===== src/rtl/rob_pkg.sv =====
// Shared constants and types for the 16-entry reorder buffer.
package rob_pkg;

    localparam int TAG_W  = 4;
    localparam int DATA_W = 16;
    localparam int REG_W  = 4;
    localparam int RET_W  = 3;
    localparam int CDB_N  = 2;
    localparam int DEPTH  = 2 ** TAG_W;

    typedef logic [TAG_W-1:0] rob_tag_t;

    // Number of entries retired in one cycle, 0..RET_W
    typedef logic [1:0] ret_cnt_t;

    // Retirement word as seen by the register file: {value, dest}
    typedef struct packed {
        logic [DATA_W-1:0] value;
        logic [REG_W-1:0]  dest;
    } ret_word_t;

    typedef struct packed {
        logic              valid;
        logic              done;
        logic [REG_W-1:0]  dest;
        logic [DATA_W-1:0] value;
    } rob_entry_t;

endpackage


===== src/rtl/rob_retire_select.sv =====
// Counts how many consecutive entries starting at head are valid and done
// (at most three); purely combinational from registered state.
module rob_retire_select
    import rob_pkg::*;
(
    input  logic [DEPTH-1:0] valid,
    input  logic [DEPTH-1:0] done,
    input  rob_tag_t         head,
    output ret_cnt_t         n
);

    logic [RET_W-1:0] ready;

    // Ready flags for head, head+1, head+2 (indices wrap mod DEPTH), then prefix length
    always_comb begin
        ready = '0;
        for (int i = 0; i < RET_W; i++) begin
            ready[i] = valid[head + rob_tag_t'(i)] && done[head + rob_tag_t'(i)];
        end
        n = 2'd0;
        if (ready[0]) begin
            n = 2'd1;
            if (ready[1]) begin
                n = 2'd2;
                if (ready[2]) begin
                    n = 2'd3;
                end
            end
        end
    end

endmodule


===== src/rtl/reorder_buffer.sv =====
// 16-entry circular reorder buffer: in-order allocation, two writeback ports,
// in-order retirement of up to three entries per cycle.
// Optional: define ROB_FLUSH_EN to add a flush input that empties the buffer.
module reorder_buffer
    import rob_pkg::*;
(
    input  logic                      clk,
    input  logic                      rst,
`ifdef ROB_FLUSH_EN
    input  logic                      flush,
`endif
    input  logic                      alloc_valid,
    input  logic [REG_W-1:0]          alloc_dest,
    output logic                      alloc_ready,
    output logic [TAG_W-1:0]          alloc_tag,
    input  logic                      cdb_valid [0:CDB_N-1],
    input  logic [TAG_W-1:0]          cdb_tag   [0:CDB_N-1],
    input  logic [DATA_W-1:0]         cdb_value [0:CDB_N-1],
    output logic [DATA_W+REG_W-1:0]   retirement_write_data        [0:RET_W-1],
    output logic                      retirement_write_data_enable [0:RET_W-1],
    output logic [TAG_W:0]            occupancy
);

    logic [DEPTH-1:0] valid_q;
    logic [DEPTH-1:0] done_q;
    ret_word_t        word_q [DEPTH];
    rob_tag_t         head;
    rob_tag_t         tail;
    logic [TAG_W:0]   count;

    rob_tag_t         ret_idx [RET_W];
    ret_cnt_t         ret_n;
    logic [CDB_N-1:0] cdb_ok;
    logic             alloc_fire;
    logic             clear;

    // Reset and flush have the same effect on state, so one clear term covers both
`ifdef ROB_FLUSH_EN
    assign clear = rst || flush;
`else
    assign clear = rst;
`endif

    assign alloc_ready = (count < (TAG_W+1)'(DEPTH));
    assign alloc_tag   = tail;
    assign occupancy   = count;
    assign alloc_fire  = alloc_valid && alloc_ready;

    rob_retire_select u_select (
        .valid (valid_q),
        .done  (done_q),
        .head  (head),
        .n     (ret_n)
    );

    // Retirement indices and writeback acceptance (only pending, not-yet-done entries)
    always_comb begin
        for (int i = 0; i < RET_W; i++) begin
            ret_idx[i] = head + rob_tag_t'(i);
        end
        cdb_ok = '0;
        for (int k = 0; k < CDB_N; k++) begin
            cdb_ok[k] = cdb_valid[k] && valid_q[cdb_tag[k]] && !done_q[cdb_tag[k]];
        end
    end

    // Control state: entry flags, pointers, count and registered retirement ports
    always_ff @(posedge clk) begin
        if (clear) begin
            valid_q <= '0;
            done_q  <= '0;
            head    <= '0;
            tail    <= '0;
            count   <= '0;
            for (int i = 0; i < RET_W; i++) begin
                retirement_write_data_enable[i] <= 1'b0;
                retirement_write_data[i]        <= '0;
            end
        end else begin
            for (int i = 0; i < RET_W; i++) begin
                if (i < int'(ret_n)) begin
                    retirement_write_data_enable[i] <= 1'b1;
                    retirement_write_data[i]        <= word_q[ret_idx[i]];
                    valid_q[ret_idx[i]]             <= 1'b0;
                    done_q[ret_idx[i]]              <= 1'b0;
                end else begin
                    retirement_write_data_enable[i] <= 1'b0;
                    retirement_write_data[i]        <= '0;
                end
            end
            // Allocation only happens below full, so tail never aliases a retiring entry
            if (alloc_fire) begin
                valid_q[tail] <= 1'b1;
                done_q[tail]  <= 1'b0;
            end
            for (int k = 0; k < CDB_N; k++) begin
                if (cdb_ok[k]) begin
                    done_q[cdb_tag[k]] <= 1'b1;
                end
            end
            head  <= head + rob_tag_t'(ret_n);
            tail  <= tail + rob_tag_t'(alloc_fire);
            count <= count + (TAG_W+1)'(alloc_fire) - (TAG_W+1)'(ret_n);
        end
    end

    // Entry payload: dest on allocation, value on writeback; later port wins on a shared tag
    always_ff @(posedge clk) begin
        if (alloc_fire) begin
            word_q[tail].dest <= alloc_dest;
        end
        for (int k = 0; k < CDB_N; k++) begin
            if (cdb_ok[k]) begin
                word_q[cdb_tag[k]].value <= cdb_value[k];
            end
        end
    end

endmodule


===== config.mk =====
export PLATFORM = sky130hd
export DESIGN_NAME = reorder_buffer
export DESIGN_NICKNAME = d
export VERILOG_FILES = /design/src/rtl/rob_pkg.sv /design/src/rtl/rob_retire_select.sv /design/src/rtl/reorder_buffer.sv
export SDC_FILE = /design/constraint.sdc
export NUM_CORES = 1
export LEC_CHECK = 0
export ABC_AREA = 1
export CAP_MARGIN = 20
export CORE_ASPECT_RATIO = 1.2
export CORE_MARGIN = 5
export CORE_UTILIZATION = 49
export CTS_BUF_LIST = sky130_fd_sc_hd__clkbuf_8 sky130_fd_sc_hd__clkbuf_16
export CTS_CLUSTER_DIAMETER = 40
export DETAILED_ROUTE_END_ITERATION = 8
export GPL_TIMING_DRIVEN = 0
export PLACE_DENSITY_LB_ADDON = 0.15
export REMOVE_ABC_BUFFERS = 1
export SETUP_SLACK_MARGIN = 0.5
export SLEW_MARGIN = 25
export SYNTH_ARGS = -nofsm -noshare
export SYNTH_HDL_FRONTEND = slang
export SYNTH_SLANG_ARGS = --single-unit
export TNS_END_PERCENT = 10

===== constraint.sdc =====
create_clock -name clk -period 8.3 [get_ports clk]
set_input_delay 1.245 -clock clk [delete_from_list [all_inputs] [get_ports clk]]
set_output_delay 1.245 -clock clk [all_outputs]
set_load 0.05 [all_outputs]

=== Yosys cells after proc, flatten, opt, wreduce, memory -nomap -nowiden ===
Memories as Yosys holds them, arrays and structs flattened. A register that Yosys moved wholly into a read port is not among the register bits.
Index checks and enable logic that the tools add are counted.

* RAM bits: 320
* Memories: 1
* Bits of input ports: 49
* Register bits after elaboration: 48

{| class="wikitable"
|+ Memory list
! name !! depth !! width !! read ports !! clocked after memory_dff !! wr ports !! RTL line !! RTL
|-
| word_q || 16 || 20 || 3 || 3 || 3 || reorder_buffer.sv:26 || <nowiki>ret_word_t word_q [DEPTH];</nowiki>
|}

* Multiplexer cells: 62
* Magnitude comparators: 16
* Reductions and logical operators: 19
* $add $sub $neg: 6
* Bitwise operators: 17

{| class="wikitable"
|+ Operators by type and width
! cell !! count
|-
| $mux 16 || 18
|-
| $and 16x16->16 || 7
|-
| $not 16->16 || 4
|-
| $or 16x16->16 || 3
|-
| $bmux 1 s4 || 10
|-
| $lt 4x5->1 const B || 6
|-
| $mux 1 || 26
|-
| $demux 1 s4 || 6
|-
| $ge 4x1->1 const B || 6
|-
| $logic_and 1x1->1 || 14
|-
| $reduce_or 2->1 || 3
|-
| $add 5x1->5 || 1
|-
| $lt 5x5->1 const B || 1
|-
| $sub 5x2->5 || 1
|-
| $add 4x1->4 || 1
|-
| $add 4x1->4 const B || 1
|-
| $add 4x2->4 || 1
|-
| $add 4x2->4 const B || 1
|-
| $lt 1x2->1 const A || 2
|-
| $mux 2 || 2
|-
| $not 1->1 || 3
|-
| $logic_not 1->1 || 2
|-
| $lt 2x2->1 const A || 1
|}

=== Longest topological paths before layout ===
Gate-level depths: netlist (run 1).

* Word-level depth: 24
* Depth in mapped cells: 26

=== By module ===
From an unflattened synthesis (run 1), not the netlist that was laid out.

* Cells, all modules: 3345
* Area, all modules: 25365.6 um^2

{| class="wikitable"
|+ Modules (own cells, without submodules)
! module !! area each (um^2) !! times used !! seq. area each (um^2) !! cells an instance
|-
| reorder_buffer || 24766.3 || 1 || 11771.3 || 3217
|-
| rob_retire_select || 599.3 || 1 || 0.0 || 128
|}

=== Least setup slack after synthesis (run 1) ===
No wires, ideal clock.

* Path type: register -> register
* Start point: register head[1]
* End point: register count[4], in the netlist occupancy[4]
* Setup slack: 3964 ps
* Cell stages (with the launch flop): 26
* Arrival: 4208 ps
* Setup time: 128 ps
* Data required time: 8172 ps
* Buffers on the path: 7
* Cell sequence: dfxtp_1 buf_2 inv_1 buf_4 buf_2 clkbuf_1 clkbuf_1 ha_1 buf_2 inv_1 buf_2 nand3_1 nand3_1 nand2_1 a21oi_1 nor2_1 nor2_1 ha_1 inv_1 ha_1 inv_1 fa_1 nor3_1 a211oi_1 o21ai_0 a21oi_1

* Word-level cells in the longest chain between the ends: 8
* Elaborated cells on any way between the ends: 21

{| class="wikitable"
|+ Ends and longest elaborated chain
! element !! RTL line !! RTL
|-
| start: declaration || reorder_buffer.sv:27 || <nowiki>rob_tag_t head;</nowiki>
|-
| start signal: assignment || reorder_buffer.sv:101 || <nowiki>head <= head + rob_tag_t'(ret_n);</nowiki>
|-
| $add 4x2->4 || rob_retire_select.sv:18 || <nowiki>ready[i] = valid[head + rob_tag_t'(i)] && done[head + rob_tag_t'(i)];</nowiki>
|-
| $bmux 1 s4 || rob_retire_select.sv:18 ||
|-
| $mux 1 (not written as such) || rob_retire_select.sv:18 ||
|-
| $logic_and 1x1->1 || rob_retire_select.sv:18 ||
|-
| $mux 1 || rob_retire_select.sv:25 || <nowiki>if (ready[2]) begin</nowiki>
|-
| $mux 2 || rob_retire_select.sv:23 || <nowiki>if (ready[1]) begin</nowiki>
|-
| $mux 2 (*) || rob_retire_select.sv:21 || <nowiki>if (ready[0]) begin</nowiki>
|-
| $sub 5x2->5 (*) || reorder_buffer.sv:103 || <nowiki>count <= count + (TAG_W+1)'(alloc_fire) - (TAG_W+1)'(ret_n);</nowiki>
|-
| end signal: assignment || reorder_buffer.sv:103 ||
|-
| end: declaration || reorder_buffer.sv:29 || <nowiki>logic [TAG_W:0] count;</nowiki>
|}

Every way passes the cells marked *; elsewhere a longest branch is shown, timed or not. The select of a mux whose other input is x is not followed.
A chain may end at the register's enable or synchronous reset.

=== Worst setup path after layout (run 1) ===
* Start point: register head[1]
* End point: register retirement_write_data[14] (netlist name) (read register of word_q)

* Word-level cells in the longest chain between the ends: 10
* Elaborated cells on any way between the ends: 23

{| class="wikitable"
|+ Ends and longest elaborated chain
! element !! RTL line !! RTL
|-
| $add 4x2->4 || rob_retire_select.sv:18, reorder_buffer.sv:59 ||
|-
| $bmux 1 s4 || rob_retire_select.sv:18 ||
|-
| $mux 1 (not written as such) || rob_retire_select.sv:18 ||
|-
| $logic_and 1x1->1 || rob_retire_select.sv:18 ||
|-
| $mux 1 || rob_retire_select.sv:25 ||
|-
| $mux 2 || rob_retire_select.sv:23 ||
|-
| $mux 2 || rob_retire_select.sv:21 ||
|-
| $lt 2x2->1 || reorder_buffer.sv:81 || <nowiki>if (i < int'(ret_n)) begin</nowiki>
|-
| $not 1->1 (no line) || n/a ||
|-
| $reduce_or 2->1 (no line) || n/a ||
|-
| end: declaration || reorder_buffer.sv:19 || <nowiki>output logic [DATA_W+REG_W-1:0] retirement_write_data [0:RET_W-1],</nowiki>
|}

Several ways; a longest one is shown, not always the timed one. The select of a mux whose other input is x is not followed.

==> flow_metrics.env, run 1 <==
export IMPL_final_util_pct=57.4
export IMPL_post_cts_buffers=0
export IMPL_cp_arrival_ps=7010
export IMPL_num_vias=24700
export IMPL_tns_ps=0
export IMPL_cts_buffers=68
export IMPL_track_usage_pct=31.8
export IMPL_syn_avg_cell_area_um2=7.70
export IMPL_wl_per_cell_um=23.0
export IMPL_gp_congestion=0.964
export IMPL_synth_ff_type="edfxtp_1"
export IMPL_num_rows=92
export IMPL_seq_area_mm2=0.0118
export IMPL_drive_gt1_share_pct=6.63
export IMPL_rrSetupSlack_ps=1720
export IMPL_drv_cap=0
export IMPL_area_growth_pct=17.0
export IMPL_ioPinCount=122
export IMPL_post_route_period_util_pct=79.3
export IMPL_power_density_mw_per_mm2=185
export IMPL_syn_area_mm2=0.0257
export IMPL_max_freq_ghz=0.152
export IMPL_path_class="reg2reg"
export IMPL_worstSetupEndpointType="register"
export IMPL_rsz0062_at_grt="no"
export IMPL_grt_pass1_vias=23000
export IMPL_total_power_uw=5540
export IMPL_hp_class="reg2reg"
export IMPL_fin_cells=4054
export IMPL_drc=0
export IMPL_max_slew_margin_pct=29.9
export IMPL_critPathRequiredTime_ps=8730
export IMPL_die_area_mm2=0.0571
export IMPL_seq_area_frac_synth_pct=45.9
export IMPL_nNetsFinal=3359
export IMPL_grt_pass1_wl_mm=137
export IMPL_die_y_um=261
export IMPL_max_stage_delay_ps=780
export IMPL_hold_violations=0
export IMPL_skew_ps=25.7
export IMPL_num_fill_cells=4785
export IMPL_cp_common_cell="buf_16"
export IMPL_cp_depth=17
export IMPL_cts_root_buf="clkbuf_16"
export IMPL_cp_cell_sequence="buf_16, buf_16, inv_8, buf_16, ha_4, buf_16, inv_2, buf_12, nand3_1, nand3_1, nand2_1, a21oi_1, nor2_4, nand2_2, inv_2, nand2_2, a21oi_1"
export IMPL_coreArea_mm2=0.0523
export IMPL_syn_inst=3332
export IMPL_port_buffers=121
export IMPL_clock_path_buffers=3
export IMPL_status="finished clean"
export IMPL_worstReg2RegStart="head[1]"
export IMPL_cp_num_buf_inv=8
export IMPL_irDropWorstVdd_mv=0.155
export IMPL_antenna_found_initial=3
export IMPL_worst_pin_slew_ps=1050
export IMPL_multi_input_area_mm2=0.0119
export IMPL_synth_edf_count=320
export IMPL_final_max_slew_viol_count=0
export IMPL_critical_path_startpoint="head[1]"
export IMPL_critical_path_peak_fanout=100
export IMPL_cts_repair_resize_count=0
export IMPL_mostFrequentLayoutCell="nand2_1"
export IMPL_drtIter0Drc=3091
export IMPL_synth_cell_types=42
export IMPL_worstReg2RegEnd="retirement_write_data[14]"
export IMPL_yosys_warnings=0
export IMPL_cts_tree="yes"
export IMPL_ant_nets=0
export IMPL_final_area_mm2=0.0300
export IMPL_dp_hpwl_mm=58.7
export IMPL_cts_hold_buffers=0
export IMPL_cts_sinks=428
export IMPL_drt_pass1_iterations=6
export IMPL_place_area_mm2=0.0277
export IMPL_wl_mm=93.3
export IMPL_async_flop_share_pct=0
export IMPL_worst_r2r_cell_count=17
export IMPL_leakage_uw=0.0115
export IMPL_endpoint="retirement_write_data[14]"
export IMPL_overflow=0
export IMPL_h_tree_depth=3
export IMPL_avgViaCountPerCell=6.09
export IMPL_initial_core_util_pct=49.1
export IMPL_most_common_layout_cells="841 x nand2_1, 569 x o21ai_0, 320 x edfxtp_1, 256 x nor2_1, 232 x inv_1"
export IMPL_ys_seq_elements=428
export IMPL_setup_viol_count_final=0
export IMPL_clock_latency_ps=610
export IMPL_clkTransAtPathRegs_ps=40
export IMPL_critPathTopFamily="simple AND/OR/NAND/NOR gates"
export IMPL_die_width_um=219
export IMPL_startpoint_type="register"
export IMPL_grt_max_degree=101
export IMPL_dp_cells=3925
export IMPL_slowest_stage="nand2_2"
export IMPL_period_needed_ps=6580
## cell type report
| class | instances | share of cell area (%) |
|---|---|---|
| Antenna cell | 3 | 0.0250 |
| Clock buffer | 75 | 6.06 |
| Clock inverter | 51 | 1.62 |
| Inverter | 227 | 2.89 |
| Multi-Input combinational cell | 2401 | 39.7 |
| Sequential cell | 428 | 39.2 |
| Tap cell | 705 | 2.94 |
| Timing Repair Buffer | 164 | 7.56 |
## cell usage after synthesis (63+ instances only)
library cell	count	area, um^2
nand2_1	858	3220
o21ai_0	569	2850
edfxtp_1	320	9610
nor2_1	261	980
inv_1	217	815
nand3_1	167	836
a21oi_1	145	726
clkbuf_1	122	458
dfxtp_1	108	2160
buf_2	79	395
o21ai_1	72	360
o211ai_1	63	473
## logic make-up after synthesis
family	after synthesis	synth area share, %
buf+inv	503	8.33
xor+xnor	5	0.171
fa+ha+maj	20	1.03
flops	428	45.9
compound gates	977	20.9
simple gates	1342	21.5
mux	57	2.22
## stage by stage
step	hold WS (ps)	worst slack [ps]
floorplan	544	-10420
global placement	527	-23330
detailed placement	531	2170
CTS	537	2150
global route	615	1550
finish	537	1720
## worst min path at each step
stage               slack, ps         start            to  depth (start not counted)
floorplan                 540       head[3]       head[3]                          1
global placement          530  alloc_tag[3]  alloc_tag[3]                          2
detailed placement        530  alloc_tag[3]  alloc_tag[3]                          2
CTS                       540  alloc_tag[3]  alloc_tag[3]                          2
global route              610  alloc_tag[3]  alloc_tag[3]                          2
finish                    540  alloc_tag[3]  alloc_tag[3]                          2
## layer usage
| layer | vias up | track usage [%] | wire length (um) |
|---|---|---|---|
| met3 | 369 | 6.27 | 10000 |
| met2 | 1504 | 51.9 | 42900 |
| met4 | 2 | 17.7 | 5650 |
| met1 | 11500 | 39.5 | 34700 |
| li1 | 11300 | - | - |
| met5 | - | 0 | 19 |
## tightest hold or removal path, stage by stage (launching register included)
cell and delay, ps:
dfxtp_1 340, inv_1 90, a21oi_1 60
## where the power goes
group          internal (uW)  total (uW)  switching, uW
clock                   1830        2870           1040
sequential              2320        2340           20.4
combinational            108         328            220
total                   4260        5540           1280
## flip-flops by register name (all words and copies together) (netlist names)
signal and count:
done_q 16, word_q 320, head 4, valid_q 16, occupancy 5, retirement_write_data_enable 3
alloc_tag 4, retirement_write_data 60
Note: power is estimated with default switching activity, not from simulation.
==> run 2, diff against run 1 <==
==> constraint.sdc (replaced) <==
create_clock -name clk -period 6.2 [get_ports clk]
set_input_delay 0.93 -clock clk [delete_from_list [all_inputs] [get_ports clk]]
set_output_delay 0.93 -clock clk [all_outputs]
set_load 0.05 [all_outputs]
==> flow_metrics.env, run 2 (synthesis results as in run 1) <==
export IMPL_regMostFlops="word_q"
export IMPL_most_common_layout_cells="841 x nand2_1, 569 x o21ai_0, 320 x edfxtp_1, 256 x nor2_1, 232 x inv_1"
export IMPL_rsz0062_at_grt="yes"
export IMPL_place_area_mm2=0.0277
export IMPL_dp_hpwl_mm=58.7
export IMPL_largest_reg_flops=320
export IMPL_drt_pass1_iterations=9
export IMPL_skew_ps=27.6
export IMPL_cts_sinks=428
export IMPL_wl_per_cell_um=23.1
export IMPL_startpoint_type="register"
export IMPL_grt_pass1_vias=23000
export IMPL_cts_root_buf="clkbuf_16"
export IMPL_worstSetupEndpointType="register"
export IMPL_dp_slack_ps=66.9
export IMPL_grt_max_degree=101
export IMPL_power_switching_uw=1710
export IMPL_max_stage_delay_ps=470
export IMPL_ant_nets=0
export IMPL_mostFrequentLayoutCell="nand2_1"
export IMPL_max_freq_ghz=0.183
export IMPL_clock_path_buffers=3
export IMPL_num_rows=92
export IMPL_critPathRequiredTime_ps=6650
export IMPL_drive_gt1_share_pct=6.86
export IMPL_clockPowerShare_pct=51.8
export IMPL_cp_common_cell="buf_16"
export IMPL_final_util_pct=57.6
export IMPL_antenna_found_initial=3
export IMPL_grt_pass1_wl_mm=137
export IMPL_overflow=0
export IMPL_num_fill_cells=4772
export IMPL_slowest_stage="dfxtp_4"
export IMPL_drc=0
export IMPL_period_needed_ps=5480
export IMPL_worst_pin_slew_ps=959
export IMPL_finalHoldWorstSlack_ps=537
export IMPL_critPathTopFamily="buffers and inverters"
export IMPL_cellInternalPower_uw=5710
export IMPL_hold_violations=0
export IMPL_combPwrFrac_pct=5.9
export IMPL_nNetsFinal=3366
export IMPL_die_width_um=219
export IMPL_coreArea_mm2=0.0523
export IMPL_reg_largest_list="word_q (320), retirement_write_data (60)"
export IMPL_wl_mm=93.7
export IMPL_power_frac_seq_pct=42.3
export IMPL_cp_cell_sequence="buf_16, buf_16, inv_8, buf_16, ha_4, buf_16, inv_2, buf_12, nand3_1, nand3_1, nand3_1, nand2_1, inv_1, nand2_1, nand2_1, ha_1, inv_1, fa_1, nor3_1, a211oi_1, o21ai_0, a21oi_1"
export IMPL_cp_num_buf_inv=9
export IMPL_irDropWorstVdd_mv=0.207
export IMPL_hp_class="reg2reg"
export IMPL_leakage_uw=0.0115
export IMPL_clock_latency_ps=600
export IMPL_cp_arrival_ps=5930
export IMPL_total_power_uw=7420
export IMPL_swShare_pct=23.1
export IMPL_clkTransAtPathRegs_ps=40
export IMPL_track_usage_pct=31.8
export IMPL_final_max_slew_viol_count=0
export IMPL_min_from="alloc_tag[3]"
export IMPL_avgViaCountPerCell=6.10
export IMPL_drv_cap=0
export IMPL_ioPinCount=122
export IMPL_setup_viol_count_final=0
export IMPL_num_vias=24800
export IMPL_max_slew_margin_pct=35.9
export IMPL_final_area_mm2=0.0301
export IMPL_h_tree_depth=3
export IMPL_critical_path_startpoint="head[1]"
export IMPL_gp_congestion=0.964
export IMPL_post_route_period_util_pct=88.4
export IMPL_port_buffers=121
export IMPL_initial_core_util_pct=49.1
export IMPL_cts_buffers=68
export IMPL_drtIter0Drc=3203
export IMPL_layout_setup_ws_ps=722
export IMPL_status="finished clean"
export IMPL_worstReg2RegStart="head[1]"
export IMPL_area_growth_pct=17.3
export IMPL_path_class="reg2reg"
export IMPL_critical_path_peak_fanout=100
export IMPL_cts_tree="yes"
export IMPL_power_density_mw_per_mm2=246
export IMPL_die_area_mm2=0.0571
export IMPL_die_y_um=261
[run 2: changes by cell type in the layout (fill, tap and decap cells not counted), sizes merged]
cell    delta
buf        +5
nor2       +1
clkbuf     +1
diode      -1
[run 2: final cells by class]
| cell class | instances | area, um^2 | share of cell area, % |
|---|---|---|---|
| multi-input cells | 2402 | 11900 | 39.6 |
| flip-flops and latches | 428 | 11800 | 39.1 |
| repair buffers | 170 | 2330 | 7.75 |
| clock buffers | 75 | 1820 | 6.05 |
| well taps | 705 | 882 | 2.93 |
| inverters | 227 | 868 | 2.88 |
| clock inverters | 51 | 487 | 1.62 |
| diodes | 2 | 5.00 | 0.0166 |
[run 2: path summary, 6_finish.rpt]
path	endpoint	slack, ps	cells past startpoint
setup / recovery	occupancy[4]	720	22
hold / removal	alloc_tag[3]	540	2
setup reg to reg	occupancy[4]	720	22
hold reg to reg	alloc_tag[3]	540	2
[run 2: metal layers]
metal | vias up | share of wire [%] | track usage [%]
li1 | 11400 | - | -
met1 | 11500 | 37 | 39.6
met2 | 1490 | 45 | 51.7
met3 | 426 | 11 | 6.35
met4 | 2 | 6.5 | 18.0
met5 | - | 0.020 | 0
[run 2: worst register-to-register path: cells and delay by family (launching register included)]
family	cells	cell delay, ps
buffers and inverters	9	1950
adder cells (fa/ha/maj)	3	1450
AND/OR/NAND/NOR	7	1140
flip-flops	1	470
AO/OA/AOI/OAI	3	320
[run 2: power by group through the flow]
stage / Clock (uW) / Sequential (uW) / Combinational (uW)
after floorplan: 0 / 3230 / 227
after global placement: 0 / 3190 / 413
after detailed placement: 0 / 3190 / 434
after CTS: 3860 / 3140 / 437
after global routing: 3990 / 3140 / 488
final: 3840 / 3140 / 440
[run 2: what timing repair did]
item / 4_1_cts / 5_1_grt
pin swaps: 1 / 2
setup buffers: 0 / 6
gates cloned: 1 / 0
resized for setup: 1 / 3
endpoints found under the setup margin: 21 / 24
hold buffers: 0 / 0
[run 2: stage by stage]
stage          setup TNS, ps  std cells
5_1_grt                    0       4059
3_5_place_dp               0       3925
3_3_place_gp        -2403250       3882
4_1_cts                    0       4052
6_report                   0       4060
2_1_floorplan       -1128070       3056
